$ cat config.mk
export PLATFORM = sky130hd
export DESIGN_NAME = contador_canales
export DESIGN_NICKNAME = d
export VERILOG_FILES = /design/src/rtl/contador_canales.sv
export SDC_FILE = /design/constraint.sdc
export NUM_CORES = 1
export LEC_CHECK = 0
export ABC_AREA = 1
export CORE_AREA = 2 2 158 160
export DETAILED_ROUTE_END_ITERATION = 10
export DIE_AREA = 0 0 160 162
export GPL_ROUTABILITY_DRIVEN = 0
export PLACE_DENSITY_LB_ADDON = 0.2
export SLEW_MARGIN = 0
export SYNTH_ARGS = -nofsm -noshare
export SYNTH_HDL_FRONTEND = slang
export SYNTH_SLANG_ARGS = --single-unit
export TNS_END_PERCENT = 20
$ cat constraint.sdc
create_clock -name clock -period 3.3 [get_ports clock]
set_input_delay 0.495 -clock clock [delete_from_list [all_inputs] [get_ports clock]]
set_output_delay 0.495 -clock clock [all_outputs]
set_load 0.005 [all_outputs]
$ cat src/rtl/contador_canales.sv
`default_nettype none
// ============================================================================
// contador_canales : N_CHANNELS x WIDTH-bit counters behind a four-phase
// sync/ack slave. Define CONTADOR_SAT_EN for saturating INC/ADD.
// Revision: 1.0
// ============================================================================
module contador_canales #(
    parameter  int WIDTH      = 32,
    parameter  int N_CHANNELS = 4,
    localparam int CH_W       = (N_CHANNELS > 1) ? $clog2(N_CHANNELS) : 1
) (
    input  logic             clock,
    input  logic             reset_n,
    input  logic             sync,
    output logic             ack,
    input  logic [1:0]       op,
    input  logic [CH_W-1:0]  channel,
    input  logic [WIDTH-1:0] data_in,
    output logic [WIDTH-1:0] data_out,
    output logic             overflow,
    output logic             error
);

    localparam logic [1:0] OP_LOAD = 2'b00;
    localparam logic [1:0] OP_INC  = 2'b01;
    localparam logic [1:0] OP_ADD  = 2'b10;
    localparam logic [1:0] OP_READ = 2'b11;

    typedef enum logic [1:0] {
        ARM  = 2'd0,
        IDLE = 2'd1,
        BUSY = 2'd2,
        DONE = 2'd3
    } state_t;

    state_t           state_q;
    logic [WIDTH-1:0] cnt_q [N_CHANNELS];
    logic             ack_q;
    logic [WIDTH-1:0] data_out_q;
    logic             overflow_q;
    logic             error_q;

    logic             valid_d;
    logic [WIDTH-1:0] cur_d;
    logic [WIDTH-1:0] operand_d;
    logic [WIDTH:0]   sum_d;
    logic [WIDTH-1:0] result_d;
    logic             overflow_d;
    logic             write_d;

    always_comb begin
        valid_d = 1'b0;
        cur_d   = '0;
        for (int i = 0; i < N_CHANNELS; i++) begin
            if (channel == CH_W'(i)) begin
                valid_d = 1'b1;
                cur_d   = cnt_q[i];
            end
        end
    end

    always_comb begin
        operand_d  = (op == OP_INC) ? WIDTH'(1) : data_in;
        sum_d      = {1'b0, cur_d} + {1'b0, operand_d};
        result_d   = '0;
        overflow_d = 1'b0;
        write_d    = 1'b0;
        case (op)
            OP_LOAD: begin
                result_d = data_in;
                write_d  = 1'b1;
            end
            OP_INC, OP_ADD: begin
                write_d = 1'b1;
`ifdef CONTADOR_SAT_EN
                // An already-saturated counter keeps flagging overflow.
                overflow_d = sum_d[WIDTH] | (&cur_d);
                result_d   = sum_d[WIDTH] ? {WIDTH{1'b1}} : sum_d[WIDTH-1:0];
`else
                overflow_d = sum_d[WIDTH];
                result_d   = sum_d[WIDTH-1:0];
`endif
            end
            OP_READ: result_d = cur_d;
            default: result_d = '0;
        endcase
    end

    always_ff @(posedge clock) begin
        if (!reset_n) begin
            state_q    <= ARM;
            ack_q      <= 1'b0;
            data_out_q <= '0;
            overflow_q <= 1'b0;
            error_q    <= 1'b0;
            for (int i = 0; i < N_CHANNELS; i++) cnt_q[i] <= '0;
        end else begin
            case (state_q)
                ARM: if (!sync) state_q <= IDLE;
                IDLE: begin
                    if (sync) begin
                        ack_q      <= 1'b1;
                        state_q    <= BUSY;
                        data_out_q <= valid_d ? result_d : '0;
                        overflow_q <= valid_d & overflow_d;
                        error_q    <= ~valid_d;
                        for (int i = 0; i < N_CHANNELS; i++) begin
                            if (valid_d && write_d && channel == CH_W'(i))
                                cnt_q[i] <= result_d;
                        end
                    end
                end
                BUSY: begin
                    if (!sync) begin
                        ack_q   <= 1'b0;
                        state_q <= IDLE;
                    end
                end
                default: begin
                    ack_q   <= 1'b0;
                    state_q <= IDLE;
                end
            endcase
        end
    end

    assign ack      = ack_q;
    assign data_out = data_out_q;
    assign overflow = overflow_q;
    assign error    = error_q;

endmodule
`default_nettype wire

==> flow_metrics.tcl, run 1 <==
set metrics [dict create \
    status "finished, final reports clean" \
    p_int_mw 4.14 \
    p_sw_mw 1.65 \
    synth.avg_cell_area_um2 7.76 \
    syn_to_final_growth_pct 31.7 \
    routed_via_density 4.96 \
    cts-root-buf "clkbuf_16" \
    cts_hold_buf 0 \
    drv_slew 0 \
    ys_async_sr_fraction 0 \
    layout_common_cells "nand2_1, nor2_1, buf_4" \
    grt_most_used_layer "met2" \
    setup.worst_path.class "in -> reg" \
    swShare 0.286 \
    io-pin-count 74 \
    regArea_um2 4580 \
    cts_tree "yes" \
    synth_seq_area_share 0.482 \
    vias 8792 \
    io_buffers 73 \
    finalPower_mw 5.79 \
    power_density_nw_per_um2 462 \
    cts.sinks 165 \
    die_y_um 162 \
    min_period_over_period 0.949 \
    grtUsageMet1 0.324 \
    cp.required_ps 3650 \
    grt_first_pass_wirelength_um 44900 \
    hold_slack_ps 438 \
    tightest_slew_ps 823 \
    grt_max_degree 67 \
    power_frac_seq 0.406 \
    h-tree-depth 4 \
    yosysUniqueCellTypes 42 \
    fin_util 0.520 \
    initial_core_util 0.395 \
    insertion_delay_ps 420 \
    overflow 0 \
    final_common_cell "nand2_1" \
    p_comb_frac 0.239 \
    ys_warn_count 0 \
    synth_cells 1227 \
    min_path_type "reg -> reg" \
    wirelength_um 28000 \
    drtIter0Drc 725 \
    use_met2 0.351 \
    clockBufferDepth 2 \
    hpwl_um 21700 \
    ir_drop_mv 0.337 \
    p_clk_frac 0.355 \
    fin_nets 1509 \
    end_kind "register" \
    antenna_found_initial 0 \
    rsz0062_at_grt "true" \
    path_clk_slew_ps 60 \
    path_max_fanout 20 \
    drc 0 \
    track_usage 0.221 \
    coreArea_um2 24100 \
    floorplan.rows 57 \
    dieArea_um2 25900 \
    avgRoutedWirePerCell_um 15.8 \
    cts_buffers 17 \
    multiInputGateArea_um2 4450 \
    power.leakage_nw 5.44 \
    relSlewSlack 0.445 \
    firstDrtPassIters 6 \
    ant_nets 0 \
    antennaDiodeCount 0 \
    synth.cell_area_um2 9520 \
    fillCellCount 2349 \
    synth_nets 1302 \
    dieWidth_um 160 \
    setup_violations 0 \
    startpoint_type "input pin" \
    hold_viol_final 0 \
    synth-seq-cells 165 \
    period_minus_slack_ps 3130 \
    drv_cap 0 \
    cp.arrival_ps 3480 \
    fin_skew_ps 12.3 \
    ys.flop_type "edfxtp_1" \
    drive_gt1_frac 0.178 \
    use_met3 0.0235 \
    synth-edff-count 128 \
    fmax_ghz 0.319 \
    grt_pass1_vias 8461 \
]
kinds of logic (layout without fill, tap and decap cells):
| logic type | after synthesis | in the layout | share of synthesized area |
|---|---|---|---|
| buffers and inverters | 167 | 387 | 0.0661 |
| AOI/OAI and AO/OA | 193 | 193 | 0.114 |
| xor gates and xnor gates | 1 | 1 | 0.000920 |
| and+or+nand+nor | 665 | 665 | 0.289 |
| DFF | 165 | 165 | 0.482 |
| adders and majority gates | 36 | 36 | 0.0481 |
through the flow:
step | setup TNS, ps | setup slack (ps) | instance area [um^2] | instances
after floorplan | 0 | 404 | 9520 | 1227
after global placement | -67590 | -658 | 11800 | 1736
after detailed placement | -71200 | -658 | 11800 | 1736
after CTS | 0 | 75.5 | 12400 | 1768
after global routing | -13.8 | -12.9 | 12500 | 1771
final | 0 | 168 | 12500 | 1771
worst max-delay path, cell delays in order:
cell and delay [ps]:
clkdlybuf4s50_1 480, inv_1 60, ha_2 190, buf_12 150, buf_4 160, nor2_1 120, ha_1 260, nand2_1 130
inv_1 80, a21oi_2 170, nor2_1 70, a2111oi_1 270, buf_4 180, nand2_1 50, nand2_1 50, nand3_1 100
nand2_2 120, nand2_4 80, buf_4 150, a21oi_2 100
power by group through the flow:
stage	Combinational (mW)	Clock [mW]	Sequential, mW
after global routing	1.53	2.17	2.36
after floorplan	0.685	0	2.39
final	1.38	2.05	2.35
after global placement	1.32	0	2.39
after detailed placement	1.33	0	2.40
after CTS	1.34	2.09	2.35
sequential cells by signal, indices dropped and copies added, names as in the netlist:
register  cells
ack           1
data_out     32
state_q       2
error         1
overflow      1
cnt_q       128
cell type report:
cell class	count	area share
clock buffers	18	0.0350
clock inverters	14	0.0147
inverters	117	0.0350
multi-input cells	895	0.355
flip-flops and latches	165	0.366
well taps	324	0.0323
repair buffers	238	0.162
synthesized netlist by cell type, types with 2 or more instances:
library cell / number / area (um^2)
a211oi_1: 2 / 15.0
a21o_1: 5 / 37.5
a21oi_1: 71 / 355
a21oi_2: 2 / 17.5
a31oi_1: 11 / 68.8
and3_1: 3 / 18.8
buf_1: 2 / 7.51
buf_2: 2 / 10.0
clkbuf_1: 46 / 173
clkinv_1: 2 / 7.51
dfxtp_1: 37 / 741
edfxtp_1: 128 / 3840
ha_1: 35 / 438
inv_1: 115 / 432
nand2_1: 321 / 1200
nand2_2: 23 / 144
nand3_1: 57 / 285
nand3b_1: 5 / 37.5
nand4_1: 29 / 181
nor2_1: 211 / 792
nor3_1: 9 / 45.0
o21a_1: 6 / 45.0
o21ai_0: 75 / 375
o21ai_1: 4 / 20.0
o21ai_2: 3 / 26.3
o21bai_1: 2 / 15.0
o221ai_1: 3 / 26.3
o22ai_1: 3 / 18.8
or2_2: 2 / 12.5
final timing paths:
path,to,slack (ps),from,depth (start not counted)
worst max-delay path,data_out[31],170,op[1],20
worst min-delay path,error,440,error,2
worst max register to register,cnt_q[1][23],430,cnt_q[0][10],15
worst min register to register,error,440,error,2
repair_timing:
action,in CTS,in global routing
setup endpoints to repair,112,107
resized for setup,7,30
pin swaps,0,9
setup buffers,0,3
per-layer routing:
layer / vias to the layer above / wire length, um
met2: 273 / 12300
met5: - / 0
li1: 4487 / -
met3: 31 / 1760
met1: 4001 / 13500
met4: 0 / 386
Power figures use the tool's default switching activity.
==> inputs of run 2 (changes only) <==
--- a/config.mk
+++ b/config.mk
@@ -10,8 +10,8 @@
 export DETAILED_ROUTE_END_ITERATION = 10
 export DIE_AREA = 0 0 160 162
 export GPL_ROUTABILITY_DRIVEN = 0
-export PLACE_DENSITY_LB_ADDON = 0.2
-export SLEW_MARGIN = 0
+export PLACE_DENSITY = 0.57
+export SLEW_MARGIN = 30
 export SYNTH_ARGS = -nofsm -noshare
 export SYNTH_HDL_FRONTEND = slang
 export SYNTH_SLANG_ARGS = --single-unit
==> run 2 against run 1 <==
Clock skew up 3.3 ps. Fmax is 2.0% higher. Non-clock buffer count is 10 lower. Critical path depth is 4 lower. Routed wire length rose by 3.4%. Clock power fell by 3%. Final cell count is 0.56% lower. Sequential power barely moved. Power decreased by 1.3%. Core utilization shrank 0.44 points. Worst hold slack got worse by 1.4 ps. Worst setup slack improved by 63 ps. Critical path type unchanged. Highest routed layer unchanged.
==> flow_metrics.tcl, run 2 (synthesis results as in run 1) <==
set metrics [dict create \
    status "finished, final reports clean" \
    setup_violations 0 \
    wirelength_um 28900 \
    tightest_slew_ps 853 \
    h-tree-depth 4 \
    p_comb_frac 0.240 \
    ff2ff_setup_slack_ps 510 \
    fmax_ghz 0.326 \
    drive_gt1_frac 0.164 \
    power_density_nw_per_um2 459 \
    path_cells "clkdlybuf4s50_1 -> inv_1 -> ha_2 -> buf_12 -> nor2_1 -> ha_1 -> a21oi_1 -> inv_1 -> a31oi_1 -> o21ai_0 -> a21oi_1 -> nand3b_1 -> nand3_1 -> nand3_1 -> o21ai_4 -> nor2_1" \
    drv_cap 0 \
    path_clk_slew_ps 60 \
    hpwl_um 21700 \
    largest-register "cnt_q" \
    ant_nets 0 \
    path_max_fanout 27 \
    clockBufferDepth 2 \
    setup.worst_path.class "in -> reg" \
    initial_core_util 0.395 \
    dieWidth_um 160 \
    p_clk_frac 0.348 \
    largest_reg_flops 128 \
    avgRoutedWirePerCell_um 16.4 \
    ir_drop_mv 0.338 \
    cts.sinks 165 \
    period_minus_slack_ps 3070 \
    min_path_type "reg -> reg" \
    dieArea_um2 25900 \
    cts_buffers 17 \
    slowest_delay_ps 420 \
    rsz0062_at_grt "true" \
    firstDrtPassIters 5 \
    cts_tree "yes" \
    startpoint_type "input pin" \
    p_int_mw 4.03 \
    antennaDiodeCount 0 \
    insertion_delay_ps 430 \
    syn_to_final_growth_pct 30.6 \
    final_common_cell "nand2_1" \
    cts_hold_buf 0 \
    end_kind "register" \
    hold_viol_final 0 \
    cts-root-buf "clkbuf_16" \
    fin_nets 1499 \
    p_sw_mw 1.68 \
    grt_pass1_vias 8432 \
    overflow 0 \
    swShare 0.295 \
    io_buffers 73 \
    power.leakage_nw 5.41 \
    antenna_found_initial 0 \
    drv_slew 0 \
    io-pin-count 74 \
    track_usage 0.228 \
    relSlewSlack 0.425 \
    vias 8837 \
    min_period_over_period 0.930 \
    drtIter0Drc 686 \
    post_cts_buffers 0 \
    fin_util 0.516 \
    grt_first_pass_wirelength_um 45800 \
    die_y_um 162 \
    cp.required_ps 3460 \
    fin_tns_setup_ps 0 \
    cp.arrival_ps 3230 \
    drc 0 \
    fin_skew_ps 15.6 \
    floorplan.rows 57 \
    layout_common_cells "nand2_1, nor2_1, buf_4" \
    critical-path-slowest-cell "clkdlybuf4s50_1" \
    routed_via_density 5.02 \
    grt_max_degree 67 \
    dpl-instance-area_um2 11800 \
    power_frac_seq 0.412 \
    coreArea_um2 24100 \
    post-route-cell-area_um2 12400 \
]
## run 2: layer usage
metal	GRT usage	share of wire	vias to the layer above
met1	0.336	0.48	4079
met4	0.0422	0.0057	0
met2	0.355	0.44	278
li1	-	-	4466
met3	0.0388	0.077	14
met5	0	0	-
## run 2: worst max-delay path: cells and delay by family
kind,cells,cell delay (ps)
adder cells (fa/ha/maj),2,540
AO/OA/AOI/OAI,5,940
buffers and inverters,4,760
AND/OR/NAND/NOR,5,510
## run 2: repair_timing
| action | 4_1_cts | 5_1_grt |
|---|---|---|
| gates resized for setup | 4 | 23 |
| pin swaps | 0 | 2 |
| setup endpoints to repair | 116 | 112 |
## run 2: area by class of cell
| class | count | area (um^2) |
|---|---|---|
| Clock buffer | 18 | 429 |
| Clock inverter | 14 | 165 |
| Fill cell | 2363 | 11700 |
| Inverter | 117 | 439 |
| Multi-Input combinational cell | 895 | 4390 |
| Sequential cell | 165 | 4580 |
| Tap cell | 324 | 405 |
| Timing Repair Buffer | 228 | 2020 |
## run 2: power by group through the flow
stage                     Sequential, mW  Combinational [mW]  Clock (mW)
after floorplan                     2.39               0.685           0
after global placement              2.40                1.33           0
after detailed placement            2.40                1.34           0
after CTS                           2.35                1.35        2.01
after global routing                2.36                1.52        2.12
final                               2.35                1.37        1.99
## run 2: path summary, 6_finish.rpt
kind / from / endpoint / cells past startpoint
setup / recovery: op[1] / cnt_q[2][18] / 16
hold / removal: error / error / 2
setup reg to reg: cnt_q[3][14] / cnt_q[1][21] / 15
hold reg to reg: error / error / 2
## run 2: through the flow
step,hold slack (ps),setup WS (ps),total power [mW],cells
4_1_cts,440,98.5,5.72,1761
3_3_place_gp,423,-542,3.73,1729
5_1_grt,467,-3.99,5.99,1761
6_report,436,230,5.71,1761
2_1_floorplan,431,404,3.08,1227
3_5_place_dp,428,-574,3.74,1729
==> inputs of run 3 (changes only) <==
--- a/config.mk
+++ b/config.mk
@@ -10,6 +10,7 @@
 export DETAILED_ROUTE_END_ITERATION = 10
 export DIE_AREA = 0 0 160 162
 export GPL_ROUTABILITY_DRIVEN = 0
+export GPL_TIMING_DRIVEN = 0
 export PLACE_DENSITY = 0.57
 export SLEW_MARGIN = 30
 export SYNTH_ARGS = -nofsm -noshare
==> constraint.sdc (replaced) <==
create_clock -name clock -period 3.3 [get_ports clock]
set_input_delay 0.495 -clock clock [delete_from_list [all_inputs] [get_ports clock]]
set_output_delay 0.495 -clock clock [all_outputs]
set_load 0.1 [all_outputs]
==> run 3 against run 2 <==
Worst hold slack better by 2.3 ps. Power rose by 1.4%. First-iteration DRC count decreased by 7.3%. Largest cell class is now multi-input gates. Worst setup slack worse by 74 ps. Sequential share of layout area rose by 1.7 points. Sequential power about the same. Final cell count is 5.2% lower. Clock power is 2% higher. Global-route usage increased by 0.11 points. Non-clock buffer count is 92 lower. Via count is 2.3% lower. Critical endpoint is now cnt_q[0][17]. Fmax shrank 2.3%.
==> flow_metrics.tcl, run 3 (synthesis results as in run 1) <==
set metrics [dict create \
    largest-register "cnt_q" \
    cp-endpoint "cnt_q[0][17]" \
    min_path_type "reg -> reg" \
    routed_via_density 5.17 \
    rr_startpoint "cnt_q[0][10]" \
    path_clk_slew_ps 60 \
    power.leakage_nw 4.84 \
    setup_ws_ps 157 \
    grt_first_pass_wirelength_um 45200 \
    drv_slew 0 \
    slowest_delay_ps 510 \
    power_density_nw_per_um2 487 \
    final_common_cell "nand2_1" \
    drc 0 \
    fillCellCount 2411 \
    drive_gt1_frac 0.117 \
    cts-root-buf "clkbuf_16" \
    critical-path-slowest-cell "clkdlybuf4s50_1" \
    cts.sinks 165 \
    setup.worst_path.class "in -> reg" \
    layout_common_cells "nand2_1, nor2_1, edfxtp_1" \
    grt_pass1_vias 8138 \
    regArea_um2 4580 \
    io_buffers 73 \
    floorplan.rows 57 \
    post-route-cell-area_um2 11900 \
    relSlewSlack 0.346 \
    period_minus_slack_ps 3140 \
    ff2ff_setup_slack_ps 420 \
    antenna_found_initial 0 \
    fin_skew_ps 11.7 \
    hpwl_um 23000 \
    wirelength_um 29900 \
    drv_cap 0 \
    syn_to_final_growth_pct 25.0 \
    h-tree-depth 4 \
    largest_reg_flops 128 \
    dieWidth_um 160 \
    min_period_over_period 0.952 \
    ff2ff_path_depth 14 \
    dpl-instance-area_um2 10800 \
    drtIter0Drc 636 \
    fin_nets 1407 \
    overflow 0 \
    finalNonFillerCells 1669 \
    coreArea_um2 24100 \
    tightest_slew_ps 977 \
    insertion_delay_ps 420 \
    setup_violations 0 \
    hold_viol_final 0 \
    ir_drop_mv 0.407 \
    cts_buffers 17 \
    placed_cells 1628 \
    ant_nets 0 \
    cts_tree "yes" \
    avgRoutedWirePerCell_um 17.9 \
    status "finished, final reports clean" \
    startpoint_type "input pin" \
    regToRegEndpoint "cnt_q[3][23]" \
    crit_path_start "op[1]" \
    path_max_fanout 10 \
    multiInputGateArea_um2 4700 \
    grt_max_degree 22 \
    track_usage 0.229 \
    clockBufferDepth 2 \
    path_cells "clkdlybuf4s50_1 -> inv_2 -> ha_4 -> buf_4 -> nor2_1 -> ha_2 -> a21oi_1 -> inv_1 -> a31oi_2 -> o21ai_1 -> a21oi_1 -> nand3b_1 -> nand3_1 -> nand3_1 -> o21ai_2 -> nor2_1" \
    antennaDiodeCount 0 \
    vias 8632 \
    cts_hold_buf 0 \
    die_y_um 162 \
    rsz0062_at_grt "true" \
    end_kind "register" \
    dpl_worst_slack_ps -1300 \
    io-pin-count 74 \
    hold_slack_ps 439 \
    initial_core_util 0.395 \
    firstDrtPassIters 5 \
    cp.required_ps 3450 \
    dieArea_um2 25900 \
    cp.arrival_ps 3290 \
    fmax_ghz 0.318 \
]
-- run 3: changes by cell type in the layout (fill, tap and decap cells not counted), moves of 7 or more --
cell,previous run,this run
buf_4,144,13
clkbuf_1,1,32
ha_1,33,15
ha_4,1,14
buf_12,11,1
nor2_1,208,200
o21ai_0,70,62
nand2_4,0,7
-- run 3: final cells by class --
type | instances | share of cell area
clock inverters | 14 | 0.0149
multi-input cells | 895 | 0.395
plain buffers | 50 | 0.0223
repair buffers | 86 | 0.0755
flip-flops and latches | 165 | 0.385
clock buffers | 18 | 0.0361
inverters | 117 | 0.0369
well taps | 324 | 0.0341
-- run 3: worst min path at each step --
stage                  to  cells after the start        from
2_1_floorplan  state_q[1]                      2  state_q[0]
3_3_place_gp        error                      2       error
3_5_place_dp        error                      2       error
4_1_cts             error                      2       error
5_1_grt             error                      2       error
6_report            error                      2       error
-- run 3: power by group --
group	internal, mW	switching, mW
Clock	1.20	0.827
Sequential	2.32	0.0288
Combinational	0.441	0.978
-- run 3: timing repair --
item,in CTS,in global routing
gates cloned,0,0
resized for setup,55,83
setup buffers,1,8
endpoints found under the hold margin,0,0
endpoints found under the setup margin,156,121
pin swaps,2,9
-- run 3: through the flow --
step / total power, mW / util / TNS, ps
6_report: 5.79 / 0.494 / 0
2_1_floorplan: 3.24 / - / 0
3_5_place_dp: 3.67 / 0.447 / -161410
3_3_place_gp: 3.65 / 0.442 / -196980
4_1_cts: 5.71 / 0.479 / 0
5_1_grt: 6.02 / 0.494 / -120
-- run 3: per-layer routing --
layer / track usage / share of wire
met5: 0 / 0
met2: 0.372 / 0.46
met4: 0.0774 / 0.024
met3: 0.0283 / 0.057
met1: 0.318 / 0.46
-- run 3: critical path, delay by kind of cell --
family	cells	cell delay [ps]
compound gates	5	900
fa+ha+maj	2	510
buf+inv	4	860
simple gates	5	550
